**src/rtl/add_multicycle.sv**
```systemverilog
// ============================================================================
// Module   : add_multicycle
// Brief    : Adds or subtracts CHUNK bits per clock and reports carry and overflow.
// Revision : 1.0 - initial release
// ============================================================================
`default_nettype none

module add_multicycle #(
    parameter int WIDTH = 8,
    parameter int CHUNK = 2
) (
    input  logic             clk,
    input  logic             rst,
    input  logic             start,
    input  logic             sub,
    input  logic [WIDTH-1:0] a,
    input  logic [WIDTH-1:0] b,
    input  logic             c_in,
    output logic             busy,
    output logic             done,
    output logic [WIDTH-1:0] sum,
    output logic             c_out,
    output logic             ovf
);

    localparam int c_n     = WIDTH / CHUNK;
    localparam int c_cnt_w = (c_n > 1) ? $clog2(c_n) : 1;
    localparam logic [c_cnt_w-1:0] c_last    = c_cnt_w'(c_n - 1);
    localparam logic [c_cnt_w-1:0] c_cnt_one = c_cnt_w'(1);

    typedef enum logic [1:0] {
        S_IDLE = 2'd0,
        S_RUN  = 2'd1,
        S_DONE = 2'd2
    } state_t;

    state_t               r_state;
    logic [WIDTH-1:0]     r_a;
    logic [WIDTH-1:0]     r_b;
    logic                 r_carry;
    logic [c_cnt_w-1:0]   r_cnt;
    logic [WIDTH-1:0]     r_acc;

    logic [CHUNK:0]       w_chunk_sum;
    logic [WIDTH+CHUNK-1:0] w_cat;
    logic [WIDTH-1:0]     w_next_acc;
    logic                 w_last;
    logic                 w_accept;
    logic                 w_msb_carry_in;

    // Operands are shifted right each cycle, so the active chunk is always the low bits.
    assign w_chunk_sum = {1'b0, r_a[CHUNK-1:0]} + {1'b0, r_b[CHUNK-1:0]}
                       + {{CHUNK{1'b0}}, r_carry};

    // Partial sums enter at the top and migrate down; after N steps chunk 0 sits at bit 0.
    assign w_cat      = {w_chunk_sum[CHUNK-1:0], r_acc};
    assign w_next_acc = w_cat[WIDTH+CHUNK-1:CHUNK];

    assign w_last   = (r_cnt == c_last);
    assign w_accept = start && ((r_state == S_IDLE) || (r_state == S_DONE));

    // Carry into the MSB recovered from the MSB's own sum bit and operand bits.
    assign w_msb_carry_in = r_a[CHUNK-1] ^ r_b[CHUNK-1] ^ w_chunk_sum[CHUNK-1];

    always_ff @(posedge clk or posedge rst) begin
        if (rst) begin
            r_state <= S_IDLE;
            r_a     <= '0;
            r_b     <= '0;
            r_carry <= 1'b0;
            r_cnt   <= '0;
            r_acc   <= '0;
            busy    <= 1'b0;
            done    <= 1'b0;
            sum     <= '0;
            c_out   <= 1'b0;
            ovf     <= 1'b0;
        end else begin
            done <= 1'b0;
            case (r_state)
                S_IDLE, S_DONE: begin
                    if (w_accept) begin
                        r_a     <= a;
                        r_b     <= b ^ {WIDTH{sub}};
                        r_carry <= c_in ^ sub;
                        r_cnt   <= '0;
                        r_state <= S_RUN;
                        busy    <= 1'b1;
                    end else begin
                        r_state <= S_IDLE;
                        busy    <= 1'b0;
                    end
                end
                S_RUN: begin
                    r_a     <= r_a >> CHUNK;
                    r_b     <= r_b >> CHUNK;
                    r_carry <= w_chunk_sum[CHUNK];
                    r_acc   <= w_next_acc;
                    if (w_last) begin
                        sum     <= w_next_acc;
                        c_out   <= w_chunk_sum[CHUNK];
                        ovf     <= w_msb_carry_in ^ w_chunk_sum[CHUNK];
                        r_state <= S_DONE;
                        done    <= 1'b1;
                        busy    <= 1'b0;
                    end else begin
                        r_cnt <= r_cnt + c_cnt_one;
                    end
                end
                default: begin
                    r_state <= S_IDLE;
                    busy    <= 1'b0;
                end
            endcase
        end
    end

endmodule

`default_nettype wire

```
**config.mk**
```make
export PLATFORM = sky130hd
export DESIGN_NAME = add_multicycle
export DESIGN_NICKNAME = d
export VERILOG_FILES = /design/src/rtl/add_multicycle.sv
export SDC_FILE = /design/constraint.sdc
export NUM_CORES = 1
export LEC_CHECK = 0
export ABC_AREA = 1
export BUFFER_PORTS_ARGS = -buffer_cell sky130_fd_sc_hd__buf_2
export CAP_MARGIN = 40
export CORE_UTILIZATION = 40
export DETAILED_ROUTE_END_ITERATION = 6
export SETUP_SLACK_MARGIN = 0.15
export SYNTH_ARGS = -nofsm -noshare
export SYNTH_HDL_FRONTEND = slang
export SYNTH_SLANG_ARGS = --single-unit
```
**constraint.sdc**
```tcl
create_clock -name clk -period 2.5 [get_ports clk]
set_input_delay 0.75 -clock clk [delete_from_list [all_inputs] [get_ports clk]]
set_output_delay 0.75 -clock clk [all_outputs]
set_load 0.01 [all_outputs]
```
[Word-level counts from Yosys, hierarchy flattened]
Index checks and enable logic that the tools add are counted.
Storage, ports and cells
  bits in registers: 41
Cells by class
  multiplexer cells: 17
  bitwise operators: 5
  reductions and logical operators: 8
  $add $sub $neg: 3
  eq/ne operators: 6
Operators by type and width (count)
  $pmux 8 s2: 2
  $mux 8: 2
  $pmux 2 s2: 2
  $xor 8x8->8: 1
  $mux 1: 6
  $mux 2: 3
  $ne 2x2->1 const B: 3
  $eq 2x2->1 const B: 2
  $pmux 1 s2: 2
  $reduce_and 2->1: 2
  $xor 1x1->1: 4
  $add 2x2->3: 1
  $add 3x1->3: 1
  $reduce_and 3->1: 1
  $add 2x1->2 const B: 1
  $eq 2x1->1 const B: 1
  $logic_not 2->1: 1
  $reduce_bool 2->1: 1
  $reduce_or 2->1: 1
  $logic_and 1x1->1: 1
  $logic_or 1x1->1: 1

[Longest topological paths before layout]
  word-level depth: 5
  gate-level depth with buffers: 8
  mapped depth without buffers: 8

[Worst setup path after synthesis]
Ideal clock, no wire load.
  kind: flip-flop to flip-flop
  from: register r_a[0]
  to: register ovf
  cell stages (with the launch flop): 9
  clock period less this slack: 1.764 ns
  path buffers: 0
  setup slack: 0.736 ns
  arrival time: 1.646 ns
  cell sequence: dfrtp_1 inv_1 fa_1 fa_1 inv_1 nand2_1 nand3_1 nand3_1 nand2_1
Between the ends
  cells in the longest elaborated chain, start to end: 4
Ends and longest elaborated chain
  start: declaration: line 38  | logic [WIDTH-1:0] r_a;
  start signal: assignment: line 95  | r_a <= r_a >> CHUNK;
  $add 2x2->3 *: line 52  | assign w_chunk_sum = {1'b0, r_a[CHUNK-1:0]} + {1'b0, r_b[CHUNK-1:0]}
  $add 3x1->3 *: line 53  | + {{CHUNK{1'b0}}, r_carry};
  $xor 1x1->1: line 63  | assign w_msb_carry_in = r_a[CHUNK-1] ^ r_b[CHUNK-1] ^ w_chunk_sum[CHUNK-1];
  $xor 1x1->1 *: line 102  | ovf <= w_msb_carry_in ^ w_chunk_sum[CHUNK];
  end signal: assignment: line 102
  end: declaration: line 23  | output logic ovf
Every way passes the cells marked *; elsewhere a longest branch is shown, timed or not.
A chain may end at the register's enable or synchronous reset.

[Worst setup path in the final report]
Ends and elaborated chain as after synthesis.

==> flow_summary_export.csv <==
group,metric,value,unit
cts,clock-sinks,39,
hold_path,hold_path_class,"register to register",
cts,cts_root_buf,"clkbuf_8",
power_and_ir_drop,pwr-share-seq,38.6,%
global_routing,grt_pass1_vias,1250,
cts,postCtsSetupBuffers,0,
hold_path,min-delay-start,"sum[0]",
logic_synthesis,ys_types,22,
sta,rsz0062_at_grt,"no",
sta,fin_crit_sh,74.80,%
sta,finalSetupViolCount,0,
finish,final_util,48.74,%
cts,clock_latency,0.28,ns
worst_setup_path,r2r-start,"r_a[0]",
finish,final_common_cell,"nand2_1",
cts,cts_resized,0,
logic_synthesis,synth_nets,231,
run_status,status,"completed",
run,maxCapViolCount,0,
worst_setup_path,r2r_slack,0.63,ns
floorplanning,ioPinCount,33,
place,port_buffers,32,
worst_setup_path,endpoint,"ovf",
route,route.detailed.drc,0,
sta,tightest_slew,0.4820,ns
worst_setup_path,path_cells,"inv_1 > fa_1 > fa_1 > inv_1 > nand2_1 > nand3_1 > nand3_1 > nand2_1",
sta,relSlewSlack,67.87,%
finish,multiInputGateArea,720.7,sq um
worst_setup_path,r2r_cells,8,
power_and_ir_drop,switching_share,39.17,%
place,gp_congestion,0.7626,
finish,mostFrequentLayoutCells,"nand2_1 (80), dfrtp_1 (39), buf_2 (32), nand3_1 (22), inv_1 (17)",
cts,cts_buffer_depth,2,
floorplanning,die_h,69.83,microns
global_routing,grtUsageTotal,14.23,%
sta,fmax,534.8,MHz
sta,fin_tns_setup,0,ns
global_routing,grt_max_degree,40,
logic_synthesis,yosys_warnings,0,
finish,fill_cells,454,
power_and_ir_drop,leakagePower,1.148,nW
route,num_vias,1322,
finish,diodes,0,
finish,seq_area,975.9,sq um
cts,numCtsBuffers,5,
route,wire_per_inst,10.25,microns
global_routing,grt_pass1_wl,5533,microns
worst_setup_path,start_kind,"register",
logic_synthesis,netlist_area,1841,sq um
finish,nets,265,
power_and_ir_drop,internal_power,1.654,mW
global_routing,antenna_found_initial,0,
sta,min_period,1.870,ns
power_and_ir_drop,power_density,1273,nW/um^2
worst_setup_path,cp-startpoint,"r_a[0]",
route,totalWireLength,3002,microns
worst_setup_path,endpoint_kind,"register",
worst_setup_path,r2r_end,"ovf",
worst_setup_path,slowest_delay,0.59,ns
logic_synthesis,ys_ff_latch,39,
floorplanning,die_area,4876,sq um
power_and_ir_drop,power.net_switching,1.065,mW
place,dp_hpwl,2050,microns
floorplanning,rows,24,
worst_setup_path,cpMaxStageDelayCell,"fa_1",
route,drt_first_pass_iters,4,
cts,holdBufCountCts,0,
route,drt_iter0_drc,80,
power_and_ir_drop,ir_worst_vdd,0.0005536,V
route,via_per_inst,4.512,
floorplanning,start_util,41.98,%
floorplanning,die_w,69.83,microns
finish,area_growth,16.11,%
worst_setup_path,critPathArrivalTime,2.05,ns
cts,clk_pin_slew,0.07,ns
cts,cts_tree,"done",
cts,htree_levels,2,
logic_synthesis,syn_avg_cell_area,8.935,sq um
sta,clock_skew,0.004441,ns
logic_synthesis,synth_cells,206,
worst_setup_path,crit_required,2.68,ns
worst_setup_path,critPathKind,"register to register",
finish,drive_gt1_share,26.14,%
logic_synthesis,synth_seq_area_share,53.03,%
power_and_ir_drop,p_clk_share,19.7,%
power_and_ir_drop,power_frac_comb,41.6,%
route,ant_nets,0,
sta,final_max_slew_viol_count,0,
sta,hold_violations,0,
floorplanning,coreArea,4384,sq um
global_routing,overflow,0,
worst_setup_path,cp_max_fo,5,
## kinds of logic (layout without fill, tap and decap cells)
logic type | count (synthesis) | after routing | share of synthesized area (%)
buffers and inverters | 28 | 63 | 7.818
XOR/XNOR | 3 | 3 | 1.428
adder cells (fa/ha/maj) | 4 | 4 | 3.535
AND/OR/NAND/NOR | 115 | 115 | 28.14
AO/OA/AOI/OAI | 17 | 17 | 6.050
flip-flops | 39 | 39 | 53.03
## cells in the mapped netlist
master   count  share of area, %
buf_12       1               1.1
buf_2        3              0.82
buf_4        1              0.41
buf_6        1              0.61
dfrtp_1     39                53
fa_1         2               2.2
ha_1         2               1.4
inv_1       17               3.5
inv_2        3              0.61
inv_4        1              0.34
inv_6        1              0.48
nand2_1     80                16
nand2_4      3               1.8
nand3_1     22               6.0
nor2_1       3              0.61
nor2_4       1              0.61
nor2_8       1               1.1
o21ai_0     10               2.7
o21ai_2      7               3.3
or2_2        5               1.7
xnor2_1      1              0.48
xor2_1       2              0.95
## worst max-delay path, delay by kind of cell (launching register included)
family / cells / cell delay (ns)
AND/OR/NAND/NOR: 4 / 0.26
adder cells (fa/ha/maj): 2 / 1.02
buffers and inverters: 2 / 0.14
flip-flops: 1 / 0.35
## stage by stage
| step | setup WS [ns] | std cells | hold WS [ns] | area, sq um | total power, mW |
|---|---|---|---|---|---|
| floorplan | 0.7362 | 206 | 0.4422 | 1841 | 1.972 |
| global placement | 0.6790 | 285 | 0.4485 | 2019 | 2.181 |
| detailed placement | 0.6427 | 285 | 0.4533 | 2019 | 2.217 |
| CTS | 0.6289 | 293 | 0.4724 | 2137 | 2.757 |
| global route | 0.4719 | 293 | 0.5015 | 2137 | 2.991 |
| finish | 0.6300 | 293 | 0.4666 | 2137 | 2.720 |
## worst min-delay path by stage
stage          depth (start not counted)  slack (ns)     end
4_1_cts                                2        0.47  sum[0]
3_3_place_gp                           2        0.45  sum[1]
3_5_place_dp                           2        0.45  sum[0]
5_1_grt                                2        0.50  sum[4]
2_1_floorplan                          2        0.44  r_a[6]
6_report                               2        0.47  sum[0]
## flip-flops by register name (all words and copies together) (netlist names)
register / flops
r_a: 8
r_b: 8
sum: 8
r_acc: 6
r_cnt: 2
r_state: 2
busy: 1
c_out: 1
done: 1
ovf: 1
r_carry: 1
## power by group through the flow
stage | Clock (mW) | Sequential [mW] | Combinational, mW
4_1_cts | 0.549 | 1.05 | 1.15
3_5_place_dp | 0 | 1.06 | 1.15
2_1_floorplan | 0 | 1.09 | 0.881
3_3_place_gp | 0 | 1.06 | 1.12
5_1_grt | 0.571 | 1.09 | 1.33
6_report | 0.537 | 1.05 | 1.13
## per-layer routing
layer	GRT usage [%]	wire length, microns	vias up
met3	3.634	145	5
li1	-	-	699
met5	0	0	-
met4	5.333	36	0
met2	21.90	1299	33
met1	19.32	1521	585
## final cells by class
cell class | count | area share (%)
flip-flops and latches | 39 | 45.67
multi-input cells | 139 | 33.72
repair buffers | 33 | 7.845
inverters | 22 | 4.215
clock buffers | 6 | 3.864
well taps | 52 | 3.044
clock inverters | 2 | 1.639
(Power assumes the default switching activity.)
